## src/rtl/mem_responder.sv

```systemverilog
// ---------------------------------------------------------------------------
// mem_responder
//
// Memory-side responder for a start/write/addr/data request interface.
// A 0->1 transition of start, sampled on clk, launches one access. The
// request fields are captured on that edge. The access completes a fixed
// LATENCY clocks later. On completion a write is committed to the array or
// a read result is registered onto data_out, and done pulses for one cycle.
//
// Parameters
//   ADDR_W   address width in bits
//   DATA_W   data width in bits
//   LATENCY  clocks from request capture to completion, 1..15
//
// Ports
//   clk       clock; all state updates on the rising edge
//   reset     asynchronous, active-high reset (memory contents are retained)
//   start     request strobe; only its rising transition is a request
//   write     1 = write access, 0 = read access (captured with the request)
//   addr      access address (captured with the request)
//   data_in   write data (captured with the request)
//   data_out  last read result; held until the next read completes
//   busy      high while an access is in progress
//   done      one-cycle completion pulse
//   ovr       sticky overrun flag: a request arrived while busy
// ---------------------------------------------------------------------------
module mem_responder #(
  parameter int ADDR_W  = 8,
  parameter int DATA_W  = 8,
  parameter int LATENCY = 2
) (
  input  logic              clk,
  input  logic              reset,
  input  logic              start,
  input  logic              write,
  input  logic [ADDR_W-1:0] addr,
  input  logic [DATA_W-1:0] data_in,
  output logic [DATA_W-1:0] data_out,
  output logic              busy,
  output logic              done,
  output logic              ovr
);

  typedef enum logic {
    IDLE,
    ACCESS
  } state_t;

  // The counter runs from LATENCY-1 down to 0, so completion falls on the
  // LATENCY-th edge after capture.
  localparam logic [3:0] CNT_LOAD = 4'(LATENCY - 1);

  state_t              state_q, state_d;
  logic                start_q;
  logic [3:0]          cnt_q, cnt_d;
  logic                write_q, write_d;
  logic [ADDR_W-1:0]   addr_q, addr_d;
  logic [DATA_W-1:0]   data_q, data_d;
  logic [DATA_W-1:0]   data_out_q, data_out_d;
  logic                done_q, done_d;
  logic                ovr_q, ovr_d;
  logic                mem_we;
  logic                req;

  // Storage array. It has no reset, so contents survive a reset pulse.
  logic [DATA_W-1:0]   mem [2**ADDR_W];

  // start_q resets to 0, so a start held high through reset release is
  // seen as a rising transition on the first edge.
  assign req = start & ~start_q;

  // Next-state and datapath control.
  always_comb begin
    state_d    = state_q;
    cnt_d      = cnt_q;
    write_d    = write_q;
    addr_d     = addr_q;
    data_d     = data_q;
    data_out_d = data_out_q;
    done_d     = 1'b0;
    ovr_d      = ovr_q;
    mem_we     = 1'b0;

    case (state_q)
      IDLE: begin
        if (req) begin
          state_d = ACCESS;
          cnt_d   = CNT_LOAD;
          write_d = write;
          addr_d  = addr;
          data_d  = data_in;
        end
      end

      ACCESS: begin
        // A request on any ACCESS edge is rejected, including the completion
        // edge, because the FSM has not yet returned to IDLE there.
        if (req) begin
          ovr_d = 1'b1;
        end
        if (cnt_q == 4'd0) begin
          state_d = IDLE;
          done_d  = 1'b1;
          if (write_q) begin
            mem_we = 1'b1;
          end else begin
            data_out_d = mem[addr_q];
          end
        end else begin
          cnt_d = cnt_q - 4'd1;
        end
      end

      default: begin
        state_d = IDLE;
      end
    endcase
  end

  // Control and captured-request registers. Reset aborts any access in
  // flight; because the array write enable depends on state_q, an aborted
  // write can never be committed.
  always_ff @(posedge clk or posedge reset) begin
    if (reset) begin
      state_q    <= IDLE;
      start_q    <= 1'b0;
      cnt_q      <= 4'd0;
      write_q    <= 1'b0;
      addr_q     <= '0;
      data_q     <= '0;
      data_out_q <= '0;
      done_q     <= 1'b0;
      ovr_q      <= 1'b0;
    end else begin
      state_q    <= state_d;
      start_q    <= start;
      cnt_q      <= cnt_d;
      write_q    <= write_d;
      addr_q     <= addr_d;
      data_q     <= data_d;
      data_out_q <= data_out_d;
      done_q     <= done_d;
      ovr_q      <= ovr_d;
    end
  end

  // Array write port. It is deliberately outside the reset domain so that
  // memory contents are retained.
  always_ff @(posedge clk) begin
    if (mem_we) begin
      mem[addr_q] <= data_q;
    end
  end

  assign busy     = (state_q == ACCESS);
  assign done     = done_q;
  assign ovr      = ovr_q;
  assign data_out = data_out_q;

endmodule

```

## config.mk

```make
export PLATFORM = sky130hd
export DESIGN_NAME = mem_responder
export DESIGN_NICKNAME = d
export VERILOG_FILES = /design/src/rtl/mem_responder.sv
export SDC_FILE = /design/constraint.sdc
export NUM_CORES = 2
export LEC_CHECK = 0
export CORE_MARGIN = 4
export CORE_UTILIZATION = 25
export CTS_BUF_LIST = sky130_fd_sc_hd__clkbuf_8
export DETAILED_ROUTE_END_ITERATION = 8
export HOLD_SLACK_MARGIN = 0.15
export MAX_ROUTING_LAYER = met4
export PLACE_DENSITY_LB_ADDON = 0.3
export SYNTH_ARGS = -nofsm -noshare
export SYNTH_HDL_FRONTEND = slang
export SYNTH_SLANG_ARGS = --single-unit
```

## constraint.sdc

```tcl
create_clock -name clk -period 12.6 [get_ports clk]
set_input_delay 1.26 -clock clk [delete_from_list [all_inputs] [get_ports clk]]
set_output_delay 1.26 -clock clk [all_outputs]
set_load 0.03 [all_outputs]
```

# Word-level counts from Yosys, hierarchy flattened

Memories as Yosys holds them, arrays and structs flattened. A register that Yosys moved wholly into a read port is not among the register bits.
Cells that the tools add are included.

Word-level logic and storage cells: 34
Memories: 1
Register bits after elaboration: 25
Input port bits: 20
RAM bits: 2048

Add/sub/neg operators: 1
Equality and inequality tests: 2
Bitwise operators: 4
Reductions and logical operators: 5
Muxes and demuxes: 13

Memories:

| memory | depth | width | read ports | clocked after memory_dff | write ports | line | RTL |
|---|---|---|---|---|---|---|---|
| mem    | 256   | 8     | 1          | 1                        | 1           | 66   | `logic [DATA_W-1:0] mem [2**ADDR_W];` |

Operator list:

| cell                                                               | count |
|---|---|
| 1-bit two-way mux                                                  | 9 |
| 4-bit two-way mux                                                  | 2 |
| 4-bit case mux with 2 select lines                                 | 1 |
| 2-bit AND reduction                                                | 3 |
| 4-bit logical NOT                                                  | 1 |
| 2-bit != test, second input constant                               | 2 |
| 4-bit by 1-bit subtractor with 4-bit output, second input constant | 1 |
| 1-bit NOT                                                          | 3 |
| 3-bit AND reduction                                                | 1 |
| 1-bit case mux with 2 select lines                                 | 1 |
| 1-bit AND                                                          | 1 |

# Depth between registers and ports, before layout

Depth in word-level cells: 5
Depth in mapped cells: 12
Gate-level depth less buffers: 9

# Least setup slack after synthesis

OpenSTA, ideal clock, no wires.

Path type: register to register
From: reg data_q[0]
To: mem mem[0][0] (data pin)
Slack: 8.616 ns
Arrival time: 3.181 ns
Buffers on the path: 0
Required time: 11.797 ns
Setup time: 0.803 ns
Stages on the path, launching flop included: 1
Cell sequence: dfrtp_1

RTL lines:

| element                | line | RTL |
|---|---|---|
| start, declared        | 58   | `logic [DATA_W-1:0] data_q, data_d;` |
| start signal, assigned | 140  | `data_q <= data_d;` |
| end, declared          | 66   |  |

No word-level cell before the write port.

==> key figures <==
Clocking
  • Root cell of the clock tree: clkbuf_8
  • TritonCTS clock tree: done
  • Post-CTS Setup Inserts: 0
  • Hold Buf Count CTS: 0
  • Clk buf depth: 4
  • H-tree depth: 5
  • Clock Sinks: 2,081
  • Clock Latency Late Sink: 1.09 ns
  • Number of buffers created by CTS: 370
  • CTS clk-pin slew, worst paths: 0.07 ns
  • Post-CTS Resized: 0

Synth
  • Gate Count Post-Synth: 3,887
  • Largest family of logic cells by synthesized area: multiplexers
  • Post-synthesis adder-cell area fraction: 0.0001551
  • Synthesis Warnings: 0
  • Share of the yosys chip area belonging to registers: 0.7727
  • Most used DFF post-synth: edfxtp_1
  • Distinct cells, synth: 61
  • Synth Cell Area: 80,660 um^2
  • Simple-gate share of the synthesized area: 0.03241
  • Flops & latches, synth: 2,081
  • Synth Area in XOR/XNOR: 0.0001086
  • Post-synth EDFFs: 2,048
  • Syn_nets: 3,908
  • Syn Area/Cell: 20.75 um^2
  • Post-synthesis mux area share: 0.1544
  • Compound-Gate Fraction of Synth Area: 0.02535
  • Async S/R FF share, synth: 0.01586

STA
  • Final Max Tran Viols: 0
  • Setup violations, final: 0
  • Least-Margin Pin Slew: 1.313 ns
  • Final hold viol count: 0
  • Unrepaired setup endpoints after global routing: false
  • Final critical-path required period: 5.529 ns
  • Fmax: 180.9 MHz
  • Slew margin rel.: 0.1213
  • Fin crit share: 0.4388
  • Sum Neg Setup Slack: 0 ns
  • Clock Skew: 0.1004 ns

Global route
  • Number of global-route vias before repair: 42.24k
  • Antenna violations before repair: 6
  • Overall routing resource usage: 0.1431
  • Largest net degree at the start of global routing: 185
  • Total gr overflow: 0
  • First-pass GRT wire length: 331.1 mm

Route
  • DRT iter0 DRCs: 4,187
  • Pre-Repair DR Iteration Count: 6
  • Via-per-instance ratio: 4.684
  • Vias: 40.89k
  • # DRC: 0
  • Post-DRT Antenna Nets: 0
  • Final wirelength: 235.9 mm
  • Routed len/inst: 27.02 um

Worst setup path
  • Endpoint type of the worst setup path: flop
  • Req. time, crit path: 13.58 ns
  • Critical path arrival: 6.51 ns
  • Critical path launch point type: flop
  • Kind of critical path: reg -> reg
  • Crit Path Max Fanout: 41
  • Reg2reg setup slack: 7.07 ns

Placed design
  • Placed Area: 86,050 um^2
  • Placed Cells: 8,075
  • DP HPWL: 140.6 mm
  • Global placement routability congestion: 0.8125
  • Port Buffers: 30

Run status
  • Status: finished, final reports clean

Cells and area
  • Fillers: 31.74k
  • Final instance count without filler cells: 8,730
  • Post-route cell area: 92,680 um^2
  • Post-layout net count: 4,163
  • Layout cells sized above 1: 0.2399
  • Layout Area Growth over Synthesis: 14.90%

Power and ir drop
  • Gate power share: 0.293
  • Switching Fraction: 0.3483
  • Clk pwr share: 0.273
  • VDD IR max: 161.4 uV
  • Sw Pwr: 7371 uW
  • Leakage power: 0.02845 uW
  • Cell Pwr Density: 228.3 nW/um^2
  • Sequential power share: 0.434
  • Power Internal: 13,790 uW

Worst hold path
  • Hold WC Path Type: reg -> reg

Flow run
  • Max Cap Viol: 0

Die
  • Die X: 576.0 um
  • Die span in y: 576.0 um
  • Row count: 208
  • Initial Util: 0.2512
  • Core area: 321,100 um^2
  • Die area: 331,800 um^2
  • I/O pin total: 31
[final cells by class]
| class | instances | area [um^2] | area share |
|---|---|---|---|
| Antenna cell | 3 | 7.507 | 0.00008101 |
| Sequential cell | 2081 | 62370 | 0.6730 |
| Tap cell | 4305 | 5386 | 0.05812 |
| Clock buffer | 377 | 5189 | 0.05599 |
| Inverter | 10 | 45.04 | 0.0004860 |
| Timing Repair Buffer | 117 | 1041 | 0.01123 |
| Multi-Input combinational cell | 1562 | 17210 | 0.1857 |
| Clock inverter | 275 | 1433 | 0.01546 |
[synthesized netlist by cell type (17+ instances only)]
cell | instances | area share
edfxtp_1 | 2048 | 0.76
mux4_2 | 474 | 0.13
nor2_1 | 306 | 0.014
nand2_1 | 163 | 0.0076
mux2i_1 | 152 | 0.019
clkbuf_1 | 99 | 0.0046
buf_2 | 72 | 0.0045
nand3_1 | 60 | 0.0037
o22ai_1 | 54 | 0.0042
a22oi_1 | 45 | 0.0042
buf_4 | 43 | 0.0040
a21oi_1 | 36 | 0.0022
o21ai_0 | 36 | 0.0022
dfrtp_1 | 33 | 0.010
mux2_2 | 23 | 0.0032
a32oi_1 | 21 | 0.0023
nand4_1 | 17 | 0.0013
[metal layers]
metal | wire (um) | part of all wire | track usage | up-vias
li1 | - | - | - | 16690
met1 | 102200 | 0.43 | 0.1913 | 22280
met2 | 111500 | 0.47 | 0.2211 | 1547
met3 | 15610 | 0.066 | 0.02827 | 371
met4 | 6522 | 0.028 | 0.04295 | 0
met5 | 0 | 0 | - | -
[logic make-up after synthesis]
family | count (synthesis)
AND/OR/NAND/NOR | 619
AO/OA/AOI/OAI | 292
adder cells (fa/ha/maj) | 1
multiplexers | 649
buffers and inverters | 244
XOR/XNOR | 1
flip-flops | 2081
[through the flow]
stage	power (uW)	worst slack, ns	util	hold WS [ns]
after floorplan	13040	8.616	-	0.4796
after global placement	15530	6.870	0.2679	0.4510
after detailed placement	15590	6.849	0.2679	0.4639
after CTS	21390	6.877	0.2886	0.4773
after global routing	21980	6.751	0.2886	0.5065
final	21160	7.071	0.2886	0.4719
[path summary, 6_finish.rpt]
check	end	cells past startpoint	start
min in group asynchronous	data_out[4]$_DFFE_PP0P_	2	reset
setup / recovery	data_out[4]$_DFFE_PP0P_	9	addr_q[0]$_DFFE_PP0P_
setup reg to reg	data_out[4]$_DFFE_PP0P_	9	addr_q[0]$_DFFE_PP0P_
hold / removal	ovr$_DFFE_PP0P_	1	ovr$_DFFE_PP0P_
max in group asynchronous	addr_q[3]$_DFFE_PP0P_	2	reset
hold reg to reg	ovr$_DFFE_PP0P_	1	ovr$_DFFE_PP0P_
[sequential cells by signal, indices dropped and copies added, names as in the netlist]
signal,count
mem,2048
cnt_q,4
busy,1
write_q,1
ovr,1
done,1
addr_q,8
start_q,1
data_out,8
data_q,8
[power by group through the flow]
stage                     clock network (uW)  logic (uW)  registers, uW
final                                   5780        6200           9180
after global routing                    6250        6510           9210
after CTS                               5920        6270           9190
after detailed placement                   0        6260           9340
after global placement                     0        6220           9320
after floorplan                            0        3420           9620
[layout by cell type, fill, tap and decap left out, drive strengths merged, types with 5 or more instances in the layout]
| master | instances |
|---|---|
| a211oi | 14 |
| a21oi | 36 |
| a221oi | 16 |
| a22o | 5 |
| a22oi | 45 |
| a311oi | 5 |
| a31oi | 11 |
| a32oi | 21 |
| and2 | 8 |
| and3 | 10 |
| buf | 87 |
| bufinv | 11 |
| clkbuf | 377 |
| clkdlybuf4s50 | 30 |
| clkinv | 128 |
| clkinvlp | 5 |
| dfrtp | 33 |
| edfxtp | 2048 |
| inv | 141 |
| mux2 | 23 |
| mux2i | 152 |
| mux4 | 474 |
| nand2 | 164 |
| nand2b | 6 |
| nand3 | 60 |
| nand4 | 17 |
| nor2 | 306 |
| nor2b | 14 |
| nor3 | 14 |
| nor4 | 11 |
| o21ai | 37 |
| o22a | 6 |
| o22ai | 54 |
| o311ai | 5 |
| o31ai | 5 |
[critical path, cell delays in order (launching register included)]
cell     delay [ns]
dfrtp_4        0.80
buf_4          0.70
buf_4          0.61
buf_4          0.74
mux4_2         0.62
mux2i_1        0.16
o22ai_1        0.16
o21ai_0        0.69
o21ai_0        0.49
a221o_1        0.41
No activity file was read; power rests on OpenSTA's default activity.
